--- src/rtl/gpio_pattern_gen_if.sv ---
// rtl/gpio_pattern_gen_if.sv - control/status bundle for the GPIO pattern generator
//
// Purpose: groups the configuration handshake, run controls and GPIO outputs
// of gpio_pattern_gen so they pass as a single port.
// Signals:
//   cfg_valid/cfg_ready      configuration handshake (accepted when both high)
//   cfg_mode/cfg_dir/cfg_div pattern mode, direction, update period - 1
//   burst_len                updates per run, 0 = infinite
//   start/pause/stop/step    single-cycle run controls
//   gpio                     NCH banks of WIDTH bits, bank k at [k*WIDTH +: WIDTH]
//   tick/done/busy           update pulse, burst-complete pulse, not-idle flag
// Modports: master drives controls (bench / host), slave is the generator.

interface gpio_pattern_gen_if #(
    parameter int WIDTH = 32,
    parameter int NCH   = 2,
    parameter int DIV_W = 24,
    parameter int CNT_W = 16
);
    logic                   cfg_valid;
    logic                   cfg_ready;
    logic [1:0]             cfg_mode;
    logic                   cfg_dir;
    logic [DIV_W-1:0]       cfg_div;
    logic [CNT_W-1:0]       burst_len;
    logic                   start;
    logic                   pause;
    logic                   stop;
    logic                   step;
    logic [NCH*WIDTH-1:0]   gpio;
    logic                   tick;
    logic                   done;
    logic                   busy;

    modport master (
        output cfg_valid, cfg_mode, cfg_dir, cfg_div, burst_len,
        output start, pause, stop, step,
        input  cfg_ready, gpio, tick, done, busy
    );

    modport slave (
        input  cfg_valid, cfg_mode, cfg_dir, cfg_div, burst_len,
        input  start, pause, stop, step,
        output cfg_ready, gpio, tick, done, busy
    );
endinterface

--- src/rtl/gpio_pattern_gen.sv ---
// rtl/gpio_pattern_gen.sv - prescaled GPIO pattern generator with burst/pause/step
//
// Purpose: drives NCH banks of WIDTH-bit GPIO with walk-0, walk-1, count or
// toggle patterns, one update every cfg_div+1 clocks while running. Bank k is
// the pattern rotated left by (k*CH_SKEW) mod WIDTH.
// Ports:
//   clk   clock
//   rst   asynchronous reset, active-high
//   bus   gpio_pattern_gen_if.slave (config handshake, run controls, gpio, status)

module gpio_pattern_gen #(
    parameter int WIDTH    = 32,
    parameter int NCH      = 2,
    parameter int CH_SKEW  = 8,
    parameter int DIV_W    = 24,
    parameter int CNT_W    = 16,
    parameter int MODE_RST = 0,
    parameter int DIV_RST  = 3
) (
    input  logic                clk,
    input  logic                rst,
    gpio_pattern_gen_if.slave   bus
);

    typedef enum logic [1:0] {
        S_IDLE = 2'b00,
        S_RUN  = 2'b01,
        S_HOLD = 2'b10
    } state_t;

    state_t             state, state_nxt;
    logic [1:0]         mode_q;
    logic               dir_q;
    logic [DIV_W-1:0]   div_q;
    logic [DIV_W-1:0]   presc_q;
    logic [CNT_W-1:0]   remaining_q;
    logic [WIDTH-1:0]   pattern_q, next_pat;
    logic               tick_q, done_q;

    logic               cfg_take;
    logic               do_update;
    logic               last_update;
    logic               run_load;
    logic               ctr_clr;
    logic               presc_inc;
    logic [NCH*WIDTH-1:0] gpio_w;

    function automatic logic [WIDTH-1:0] seed_of(input logic [1:0] m);
        logic [WIDTH-1:0] s;
        s = '0;
        case (m)
            2'b00:   s = ~WIDTH'(1);
            2'b01:   s = WIDTH'(1);
            2'b10:   s = '0;
            default: for (int i = 0; i < WIDTH; i++) s[i] = (i % 2 == 0);
        endcase
        return s;
    endfunction

    function automatic logic [WIDTH-1:0] rotl(input logic [WIDTH-1:0] p, input int sh);
        logic [2*WIDTH-1:0] d;
        d = {p, p} << sh;
        return d[2*WIDTH-1:WIDTH];
    endfunction

    assign cfg_take = (state == S_IDLE) && bus.cfg_valid;

    // Control priority is stop > pause > start > step; a control action in
    // RUN suppresses that cycle's prescaler update.
    always_comb begin
        state_nxt   = state;
        do_update   = 1'b0;
        run_load    = 1'b0;
        ctr_clr     = 1'b0;
        presc_inc   = 1'b0;
        last_update = 1'b0;
        case (state)
            S_IDLE: begin
                // A config offered together with start wins and keeps us idle.
                if (bus.start && !bus.cfg_valid) begin
                    state_nxt = S_RUN;
                    run_load  = 1'b1;
                end
            end
            S_RUN: begin
                if (bus.stop) begin
                    state_nxt = S_IDLE;
                    ctr_clr   = 1'b1;
                end else if (bus.pause) begin
                    state_nxt = S_HOLD;
                end else if (presc_q == div_q) begin
                    do_update = 1'b1;
                end else begin
                    presc_inc = 1'b1;
                end
            end
            S_HOLD: begin
                if (bus.stop) begin
                    state_nxt = S_IDLE;
                    ctr_clr   = 1'b1;
                end else if (bus.pause) begin
                    state_nxt = S_HOLD;
                end else if (bus.start) begin
                    state_nxt = S_RUN;
                end else if (bus.step) begin
                    do_update = 1'b1;
                end
            end
            default: begin
                state_nxt = S_IDLE;
                ctr_clr   = 1'b1;
            end
        endcase
        last_update = do_update && (remaining_q == CNT_W'(1));
        if (last_update) begin
            state_nxt = S_IDLE;
        end
    end

    always_comb begin
        next_pat = pattern_q;
        case (mode_q)
            2'b00, 2'b01: next_pat = dir_q ? {pattern_q[0], pattern_q[WIDTH-1:1]}
                                           : {pattern_q[WIDTH-2:0], pattern_q[WIDTH-1]};
            2'b10:        next_pat = dir_q ? pattern_q - WIDTH'(1) : pattern_q + WIDTH'(1);
            default:      next_pat = ~pattern_q;
        endcase
    end

    always_ff @(posedge clk or posedge rst) begin
        if (rst) begin
            state <= S_IDLE;
        end else begin
            state <= state_nxt;
        end
    end

    always_ff @(posedge clk or posedge rst) begin
        if (rst) begin
            mode_q      <= 2'(MODE_RST);
            dir_q       <= 1'b0;
            div_q       <= DIV_W'(DIV_RST);
            pattern_q   <= seed_of(2'(MODE_RST));
            presc_q     <= '0;
            remaining_q <= '0;
            tick_q      <= 1'b0;
            done_q      <= 1'b0;
        end else begin
            tick_q <= do_update;
            done_q <= last_update;

            if (cfg_take) begin
                mode_q    <= bus.cfg_mode;
                dir_q     <= bus.cfg_dir;
                div_q     <= bus.cfg_div;
                pattern_q <= seed_of(bus.cfg_mode);
            end else if (do_update) begin
                pattern_q <= next_pat;
            end

            // Steps taken in HOLD leave the prescaler where pause froze it.
            if (run_load || ctr_clr || (do_update && state == S_RUN)) begin
                presc_q <= '0;
            end else if (presc_inc) begin
                presc_q <= presc_q + DIV_W'(1);
            end

            if (run_load) begin
                remaining_q <= bus.burst_len;
            end else if (ctr_clr) begin
                remaining_q <= '0;
            end else if (do_update && remaining_q != '0) begin
                remaining_q <= remaining_q - CNT_W'(1);
            end
        end
    end

    always_comb begin
        gpio_w = '0;
        for (int k = 0; k < NCH; k++) begin
            gpio_w[k*WIDTH +: WIDTH] = rotl(pattern_q, (k * CH_SKEW) % WIDTH);
        end
    end

    assign bus.gpio      = gpio_w;
    assign bus.tick      = tick_q;
    assign bus.done      = done_q;
    assign bus.busy      = (state != S_IDLE);
    assign bus.cfg_ready = (state == S_IDLE);

endmodule
--- src/flat_wrapper.sv ---
// flat-port wrapper written by rule: the top's interface ports become plain ports
module gpio_pattern_gen_flat 
#(
    parameter int WIDTH    = 32,
    parameter int NCH      = 2,
    parameter int CH_SKEW  = 8,
    parameter int DIV_W    = 24,
    parameter int CNT_W    = 16,
    parameter int MODE_RST = 0,
    parameter int DIV_RST  = 3
)
  (clk, rst, bus_cfg_valid, bus_cfg_mode, bus_cfg_dir, bus_cfg_div, bus_burst_len, bus_start, bus_pause, bus_stop, bus_step, bus_cfg_ready, bus_gpio, bus_tick, bus_done, bus_busy);
  gpio_pattern_gen_if #(.WIDTH(WIDTH), .NCH(NCH), .DIV_W(DIV_W), .CNT_W(CNT_W)) bus_i ();
  input  logic clk;
  input  logic rst;
  input wire logic [$bits(bus_i.cfg_valid)-1:0] bus_cfg_valid;
  input wire logic [$bits(bus_i.cfg_mode)-1:0] bus_cfg_mode;
  input wire logic [$bits(bus_i.cfg_dir)-1:0] bus_cfg_dir;
  input wire logic [$bits(bus_i.cfg_div)-1:0] bus_cfg_div;
  input wire logic [$bits(bus_i.burst_len)-1:0] bus_burst_len;
  input wire logic [$bits(bus_i.start)-1:0] bus_start;
  input wire logic [$bits(bus_i.pause)-1:0] bus_pause;
  input wire logic [$bits(bus_i.stop)-1:0] bus_stop;
  input wire logic [$bits(bus_i.step)-1:0] bus_step;
  output wire logic [$bits(bus_i.cfg_ready)-1:0] bus_cfg_ready;
  output wire logic [$bits(bus_i.gpio)-1:0] bus_gpio;
  output wire logic [$bits(bus_i.tick)-1:0] bus_tick;
  output wire logic [$bits(bus_i.done)-1:0] bus_done;
  output wire logic [$bits(bus_i.busy)-1:0] bus_busy;
  assign bus_i.cfg_valid = bus_cfg_valid;
  assign bus_i.cfg_mode = bus_cfg_mode;
  assign bus_i.cfg_dir = bus_cfg_dir;
  assign bus_i.cfg_div = bus_cfg_div;
  assign bus_i.burst_len = bus_burst_len;
  assign bus_i.start = bus_start;
  assign bus_i.pause = bus_pause;
  assign bus_i.stop = bus_stop;
  assign bus_i.step = bus_step;
  assign bus_cfg_ready = bus_i.cfg_ready;
  assign bus_gpio = bus_i.gpio;
  assign bus_tick = bus_i.tick;
  assign bus_done = bus_i.done;
  assign bus_busy = bus_i.busy;
  gpio_pattern_gen #(.WIDTH(WIDTH), .NCH(NCH), .CH_SKEW(CH_SKEW), .DIV_W(DIV_W), .CNT_W(CNT_W), .MODE_RST(MODE_RST), .DIV_RST(DIV_RST)) u_core (.clk(clk), .rst(rst), .bus(bus_i));
endmodule
--- config.mk ---
export PLATFORM = sky130hd
export DESIGN_NAME = gpio_pattern_gen_flat
export DESIGN_NICKNAME = d
export VERILOG_FILES = /design/src/rtl/gpio_pattern_gen_if.sv /design/src/rtl/gpio_pattern_gen.sv /design/src/flat_wrapper.sv
export SDC_FILE = /design/constraint.sdc
export NUM_CORES = 1
export LEC_CHECK = 0
export CAP_MARGIN = 15
export CORE_MARGIN = 1
export CORE_UTILIZATION = 60
export CTS_CLUSTER_SIZE = 24
export DETAILED_ROUTE_END_ITERATION = 8
export GPL_TIMING_DRIVEN = 0
export PLACE_DENSITY = 0.83
export SLEW_MARGIN = 20
export SYNTH_ARGS = -nofsm -noshare
export SYNTH_HDL_FRONTEND = slang
export SYNTH_SLANG_ARGS = --single-unit
--- constraint.sdc ---
create_clock -name clk -period 10.93 [get_ports clk]
set_input_delay 1.093 -clock clk [delete_from_list [all_inputs] [get_ports clk]]
set_output_delay 1.093 -clock clk [all_outputs]
set_load 0.02 [all_outputs]
==> results.md, run 1 <==
* # rows at between 40 and 50
* WHS at about 0.48 ns
* Launching point of the worst reg2reg path: u_core.dir_q$_DFFE_PP0P_
* Int Power at between 1.5 and 2 mW
* Pwr dens at approximately 350 nW/µm²
* Routability cong. at 0.9181
* Pleak at between 4 and 5 nW
* Chip Width at ~120 µm
* Post-synthesis cell count at around 1000
* Placeable Area at 12820 µm²
* Flops & latches, synth at 103
* Unrepaired setup endpoints after global routing: false
* CTS clk-pin slew, worst paths at ~0.080 ns
* Peak Freq at around 230 MHz
* CP max stage cell: dfrtp_2
* Final Non-Filler Cells at 1291
* Final core utilization at 0.7597
* GR Util All Layers at 0.3439
* Boundary pin count at ~120
* Die Height at 117.4 µm
* Worst VDD drop at approximately 0.00014 V
* Post-DP Area at approximately 9400 µm²
* Rel. slew slack at 0.4372
* Detailed Route Iter0 Violations at 842
* Post-synth top cells: nand2_1 (147), a21oi_1 (99), nor2_1 (76)
* Status: complete, no violations
* Total negative setup slack at 0 ns
* CP endpoint kind: flop
* Port Buffers at about 120
* Crit Path Class: reg2reg
* Post-CTS setup buffers at 0
* Top FF cell, synth: dfrtp_1
* Final setup vio count at 0
* Post-route antenna net violation count at 0
* Min-delay worst type: reg2reg
* Starting density of the core at 0.6234
* Measured slew at the worst slew-check pin at between 0.8 and 0.9 ns
* Crit start category: flop
* FILL cells at between 1000 and 1500
* CTS Buf Count at 9
* Largest net degree at the start of global routing at between 70 and 80
* Max Root-Sink Buffers at 2
* Final Hold Fails at 0
* Sequential power share at 0.230
* Skew final at 0.01097 ns
* Drt first pass iters at 7
* Delay-heaviest family, CP: compound AO/OA/AOI/OAI gates
* Wirelength per Cell at 18.01 µm
* Sw frac at 0.4860
* Setup crit start: u_core.dir_q$_DFFE_PP0P_
* Post-route minimum period at 4.330 ns
* Slew Viols, Final at 0
* Synth Cell Area at ~8000 µm²
* Min-delay src: u_core.div_q[0]$_DFFE_PP1P_
* DR vias at 8098
* Net count, final at 1205
* Drt total wl at 23.25 mm
* Detailed Place HPWL at about 16 mm
* Psw at 1.654 mW
* Post-route design area at 9743 µm²
* TritonCTS clock tree: done
* Layout cell share with drive strength beyond 1 at 0.1010
* WP data required at around 11 ns
* Max Cap Viol at 0
* Post-synth top area cell: dfrtp_1
* Post-synthesis sequential area ratio at 0.3275
* Vias per cell at 6.273
* Buf/Inv on CP at 2
* Most numerous cell in the Yosys netlist: nand2_1
* Placed Cells at 1275
* Async SR Flop Fraction at 1.000
* Power share of the combinational group at 0.664
* Later-pin clock latency in the skew report at 0.35 ns
* Cell-by-cell trace of the critical path: buf_1 > inv_1 > fa_1 > nor2b_1 > o2111ai_1 > a211o_1 > a21bo_2 > a21oi_1 > or2_1 > a311oi_1 > xor2_1 > o32ai_1
* Gr ovfl total at 0
* DRC at 0
* Netlist cell types at 64
* Die area at between 10000 and 15000 µm²
* Post_cts resized at 0
* H-tree depth at 3
* Initial antenna violation count at 0
* CP max FO at 36
* N_diodes at 0
* Worst Path Arrival at approximately 4.6 ns
* # clock sinks at roughly 100
* Final Cycle Share at 0.3962
* Yosys top cell area share at 0.2191
* Vias in the first global route at roughly 7700
* Number of flops mapped to enable cells by yosys at 0
* Clock tree root buffer cell: clkbuf_16
* Synth area leaders: dfrtp_1 (22%), dfstp_2 (11%), nand2_1 (6.9%), ha_1 (6.3%), a21oi_1 (6.2%)
* First-pass GRT wire length at between 30 and 40 mm
* Warnings from Yosys at 0
* Post-Syn Area per Cell at between 8 and 9 µm²
* Clk pwr share at 0.106
* Syn_nets at between 1000 and 1500
* CP max stage delay at a little over 0.9 ns
* Area growth from synthesis to layout at 21.86%
* Hold buffer count at cts at 0
## power groups by stage
stage	registers [mW]	clock network, mW	logic [mW]
6_report	0.783	0.360	2.26
5_1_grt	0.804	0.377	2.47
4_1_cts	0.774	0.362	2.23
3_5_place_dp	0.779	0	2.21
3_3_place_gp	0.775	0	2.18
2_1_floorplan	0.782	0	1.53
## registers in the layout (all words and copies together), names as in the netlist, 2 cells and up
name and count:
u_core.mode_q 2, u_core.state 2, u_core.div_q 24, u_core.remaining_q 16, u_core.presc_q 24, u_core.pattern_q 32
## routing by layer
metal  track usage  vias up  routed length, µm
met5             0        -                  0
met4        0.1469        0                764
met3       0.03453       66               1887
met2        0.5658      442              11060
met1        0.4613     3833               9529
li1              -     3757                  -
## logic make-up (layout without fill, tap and decap cells)
logic type	Yosys count	in the layout	share of synthesized area
AND/OR/NAND/NOR	344	344	0.1984
AO/OA/AOI/OAI	302	302	0.2399
buffers and inverters	105	239	0.06557
flip-flops	103	103	0.3275
XOR/XNOR	63	63	0.06901
adder cells (fa/ha/maj)	41	41	0.06510
multiplexers	27	27	0.03443
## final timing paths
kind	to	slack [ns]	cells after the start
min in group asynchronous	u_core.remaining_q[7]$_DFFE_PP0P_	1.11	2
hold reg to reg	u_core.div_q[0]$_DFFE_PP1P_	0.48	2
setup reg to reg	u_core.pattern_q[26]$_DFFE_PP1P_	6.60	12
setup / recovery	u_core.pattern_q[26]$_DFFE_PP1P_	6.60	12
hold / removal	u_core.div_q[0]$_DFFE_PP1P_	0.48	2
max in group asynchronous	u_core.pattern_q[18]$_DFFE_PP1P_	9.15	3
## layout make-up
| class | instances | area, µm² | area share |
|---|---|---|---|
| Tap cell | 172 | 215.2 | 0.02209 |
| Clock buffer | 9 | 225.2 | 0.02312 |
| Inverter | 21 | 83.83 | 0.008604 |
| Clock inverter | 7 | 102.6 | 0.01053 |
| Timing Repair Buffer | 118 | 1199 | 0.1230 |
| Multi-Input combinational cell | 777 | 4852 | 0.4980 |
| Buffer | 84 | 445.4 | 0.04572 |
| Sequential cell | 103 | 2620 | 0.2689 |
## cells in the final DEF (no fill, tap or decap), types with 9 or more instances in the layout
| cell type | synthesis | routed |
|---|---|---|
| nand2_1 | 147 | 147 |
| clkdlybuf4s50_1 | 0 | 117 |
| a21oi_1 | 99 | 99 |
| nor2_1 | 76 | 76 |
| dfrtp_1 | 70 | 69 |
| o21ai_0 | 66 | 66 |
| xnor2_1 | 43 | 43 |
| ha_1 | 40 | 40 |
| clkbuf_1 | 38 | 38 |
| dfstp_2 | 33 | 33 |
| buf_4 | 32 | 32 |
| a21o_1 | 29 | 29 |
| mux2i_1 | 23 | 23 |
| xor2_1 | 20 | 20 |
| inv_1 | 21 | 20 |
| o211ai_1 | 20 | 20 |
| nand3_1 | 19 | 19 |
| nor2b_1 | 17 | 17 |
| nor3_1 | 17 | 17 |
| a211oi_1 | 16 | 16 |
| a31oi_1 | 15 | 15 |
| nand4_1 | 13 | 13 |
| or3_1 | 11 | 11 |
| clkbuf_16 | 0 | 9 |
## worst min-delay path: cells and delay by family (launching register included)
| kind | cells | cell delay [ns] |
|---|---|---|
| flip-flops | 1 | 0.38 |
| AND/OR/NAND/NOR | 2 | 0.10 |
## per-stage QoR
step	total power, mW	setup slack (ns)
2_1_floorplan	2.314	7.188
3_3_place_gp	2.951	5.588
3_5_place_dp	2.988	6.737
4_1_cts	3.367	6.697
5_1_grt	3.646	6.462
6_report	3.404	6.600
No activity file was read; power rests on OpenSTA's default activity.
==> inputs of run 2 (changes only) <==
Settings changed: CORE_UTILIZATION 60 to 56, PLACE_DENSITY 0.83 to 0.78.
Clock period 10.93 ns to 4.2 ns, I/O delays scaled along.
==> run 2 against run 1 <==
Fmax is 16% higher. Clock skew up 0.0027 ns. Highest routed layer unchanged. Critical endpoint is now u_core.pattern_q[24]$_DFFE_PP1P_. Largest power group unchanged. Critical path depth fell by 1. Sequential share of layout area increased by 0.071 points.
==> results.md, run 2 (synthesis gave the netlist of run 1 again) <==
* Largest register by flop count: u_core.pattern_q
* Routability cong. at 0.9380
* # clock sinks at just over 100
* Crit Path Class: reg2reg
* H-tree depth at 3
* DRC at 0
* Worst Path Arrival at roughly 4 ns
* Wirelength per Cell at roughly 17 µm
* CP max stage delay at ~0.83 ns
* Unrepaired setup endpoints after global routing: false
* Placed Cells at ~1300
* Delay-heaviest family, CP: compound AO/OA/AOI/OAI gates
* WHS at approximately 0.43 ns
* Pwr dens at approximately 900 nW/µm²
* Clock tree root buffer cell: clkbuf_16
* Post-DP Area at between 9000 and 10000 µm²
* Pleak at about 4.2 nW
* Post-route antenna net violation count at 0
* Int Power at around 4.5 mW
* Max Cap Viol at 0
* Reg2reg path depth at 11
* Vias in the first global route at around 7400
* Worst VDD drop at about 0.00034 V
* Min-delay worst type: in2async
* Power share of the combinational group at 0.667
* Port Buffers at ~120
* First-pass GRT wire length at between 30 and 40 mm
* Vias per cell at around 6
* Slew Viols, Final at 0
* CP endpoint kind: flop
* Area growth from synthesis to layout at 21.66%
* TritonCTS clock tree: done
* Drt first pass iters at 7
* Post-CTS setup buffers at 0
* N_diodes at 0
* CTS Buf Count at 9
* Peak Freq at roughly 270 MHz
* Clk pwr share at 0.099
* Boundary pin count at 118
* Post_cts resized at 1
* Sequential power share at 0.234
* Skew final at between 0.01 and 0.015 ns
* # rows at between 40 and 50
* Max Root-Sink Buffers at 2
* Commonest non-fill, non-tap cell in the layout: nand2_1
* Crit start category: flop
* FILL cells at 1169
* GR Util All Layers at 0.3149
* Gr ovfl total at 0
* CP max FO at between 40 and 50
* DR vias at 7815
* Final Hold Fails at 0
* CTS clk-pin slew, worst paths at roughly 0.07 ns
* Net count, final at between 1000 and 1500
* Status: complete, no violations
* Later-pin clock latency in the skew report at between 0.3 and 0.4 ns
* Die area at 14760 µm²
* Rel. slew slack at 0.4788
* Largest net degree at the start of global routing at 74
* Buf/Inv on CP at 1
* Post-route design area at just under 10000 µm²
* Cell-by-cell trace of the critical path: inv_1 > fa_1 > nor2b_1 > o2111ai_1 > a211o_1 > a21bo_2 > a31oi_1 > a211oi_1 > xnor2_1 > a21oi_1 > o21ai_0
* Starting density of the core at 0.5760
* Regs by FF count: u_core.pattern_q: 32 flops, u_core.div_q: 24 flops, u_core.presc_q: 24 flops
* Most frequent cells in the layout: nand2_1 (147), clkdlybuf4s50_1 (117), a21oi_1 (99)
* Chip Width at roughly 120 µm
* Final Non-Filler Cells at ~1300
* Post-route minimum period at 3.741 ns
* Measured slew at the worst slew-check pin at approximately 0.78 ns
* Psw at approximately 4.3 mW
* Final setup vio count at 0
* Drt total wl at between 20 and 25 mm
* Detailed Route Iter0 Violations at ~650
* CP max stage cell: dfrtp_4
* Initial antenna violation count at 0
* Placeable Area at approximately 14000 µm²
* Die Height at 121.5 µm
* Sw frac at 0.4879
* Critical Path Stages at 11
* Detailed Place HPWL at approximately 16 mm
* Hold buffer count at cts at 0
* WP data required at 4.47 ns
* Final Cycle Share at 0.8908
* Layout cell share with drive strength beyond 1 at 0.1020
* Max reg flops at 32
-- run 2: changes by cell type in the layout (fill, tap and decap cells not counted), sizes merged --
cell	before	now
clkinvlp	1	0
buf	46	45
clkinv	1	3
bufinv	2	1
-- run 2: power groups by stage --
stage                     clock network (mW)  registers [mW]  logic, mW
after floorplan                            0            2.03       3.99
after global placement                     0            2.03       5.69
after detailed placement                   0            2.03       5.76
after CTS                              0.877            2.02       5.80
after global routing                   0.919            2.10       6.35
final                                  0.867            2.05       5.85
-- run 2: cell type report --
| type | instances | area (µm²) | share of cell area |
|---|---|---|---|
| Clock buffer | 9 | 225.2 | 0.02315 |
| Buffer | 83 | 441.7 | 0.04541 |
| Tap cell | 180 | 225.2 | 0.02315 |
| Sequential cell | 103 | 2623 | 0.2696 |
| Inverter | 21 | 83.83 | 0.008618 |
| Clock inverter | 7 | 77.57 | 0.007975 |
| Multi-Input combinational cell | 777 | 4852 | 0.4988 |
| Timing Repair Buffer | 118 | 1199 | 0.1232 |
-- run 2: through the flow --
stage	power, mW	setup TNS, ns	util	setup slack, ns
finish	8.769	0	0.7007	0.4586
global route	9.370	0	0.7007	0.2612
CTS	8.698	0	0.7010	0.07974
detailed placement	7.789	-0.04160	0.6790	-0.04160
global placement	7.714	-36.11	0.6766	-0.4869
floorplan	6.023	0	-	0.6798
-- run 2: worst register-to-register path, cell delays in order, from the launching register on --
cell,delay [ns]
dfrtp_4,0.83
inv_1,0.31
fa_1,0.50
nor2b_1,0.20
o2111ai_1,0.20
a211o_1,0.40
a21bo_2,0.25
a31oi_1,0.36
a211oi_1,0.15
xnor2_1,0.19
a21oi_1,0.09
o21ai_0,0.19
-- run 2: path summary, 6_finish.rpt --
path / start / endpoint / slack [ns]
max reg2reg: u_core.dir_q$_DFFE_PP0P_ / u_core.pattern_q[24]$_DFFE_PP1P_ / 0.46
max in group asynchronous: rst / u_core.pattern_q[16]$_DFFE_PP1P_ / 3.07
max: u_core.dir_q$_DFFE_PP0P_ / u_core.pattern_q[24]$_DFFE_PP1P_ / 0.46
min in group clk: u_core.div_q[0]$_DFFE_PP1P_ / u_core.div_q[0]$_DFFE_PP1P_ / 0.48
min reg2reg: u_core.div_q[0]$_DFFE_PP1P_ / u_core.div_q[0]$_DFFE_PP1P_ / 0.48
min: rst / u_core.div_q[19]$_DFFE_PP0P_ / 0.43
-- run 2: layer usage --
metal  wire [µm]  global-route usage
met1        9819              0.4202
met3        1625             0.03665
met4         531              0.1265
met2       10680              0.5192
met5           0                   0
==> inputs of run 3 (changes only) <==
Settings changed: CAP_MARGIN 15 to unset.
==> results of run 3 <==
No change in the layout: final DEF, timing and power equal those of run 2.
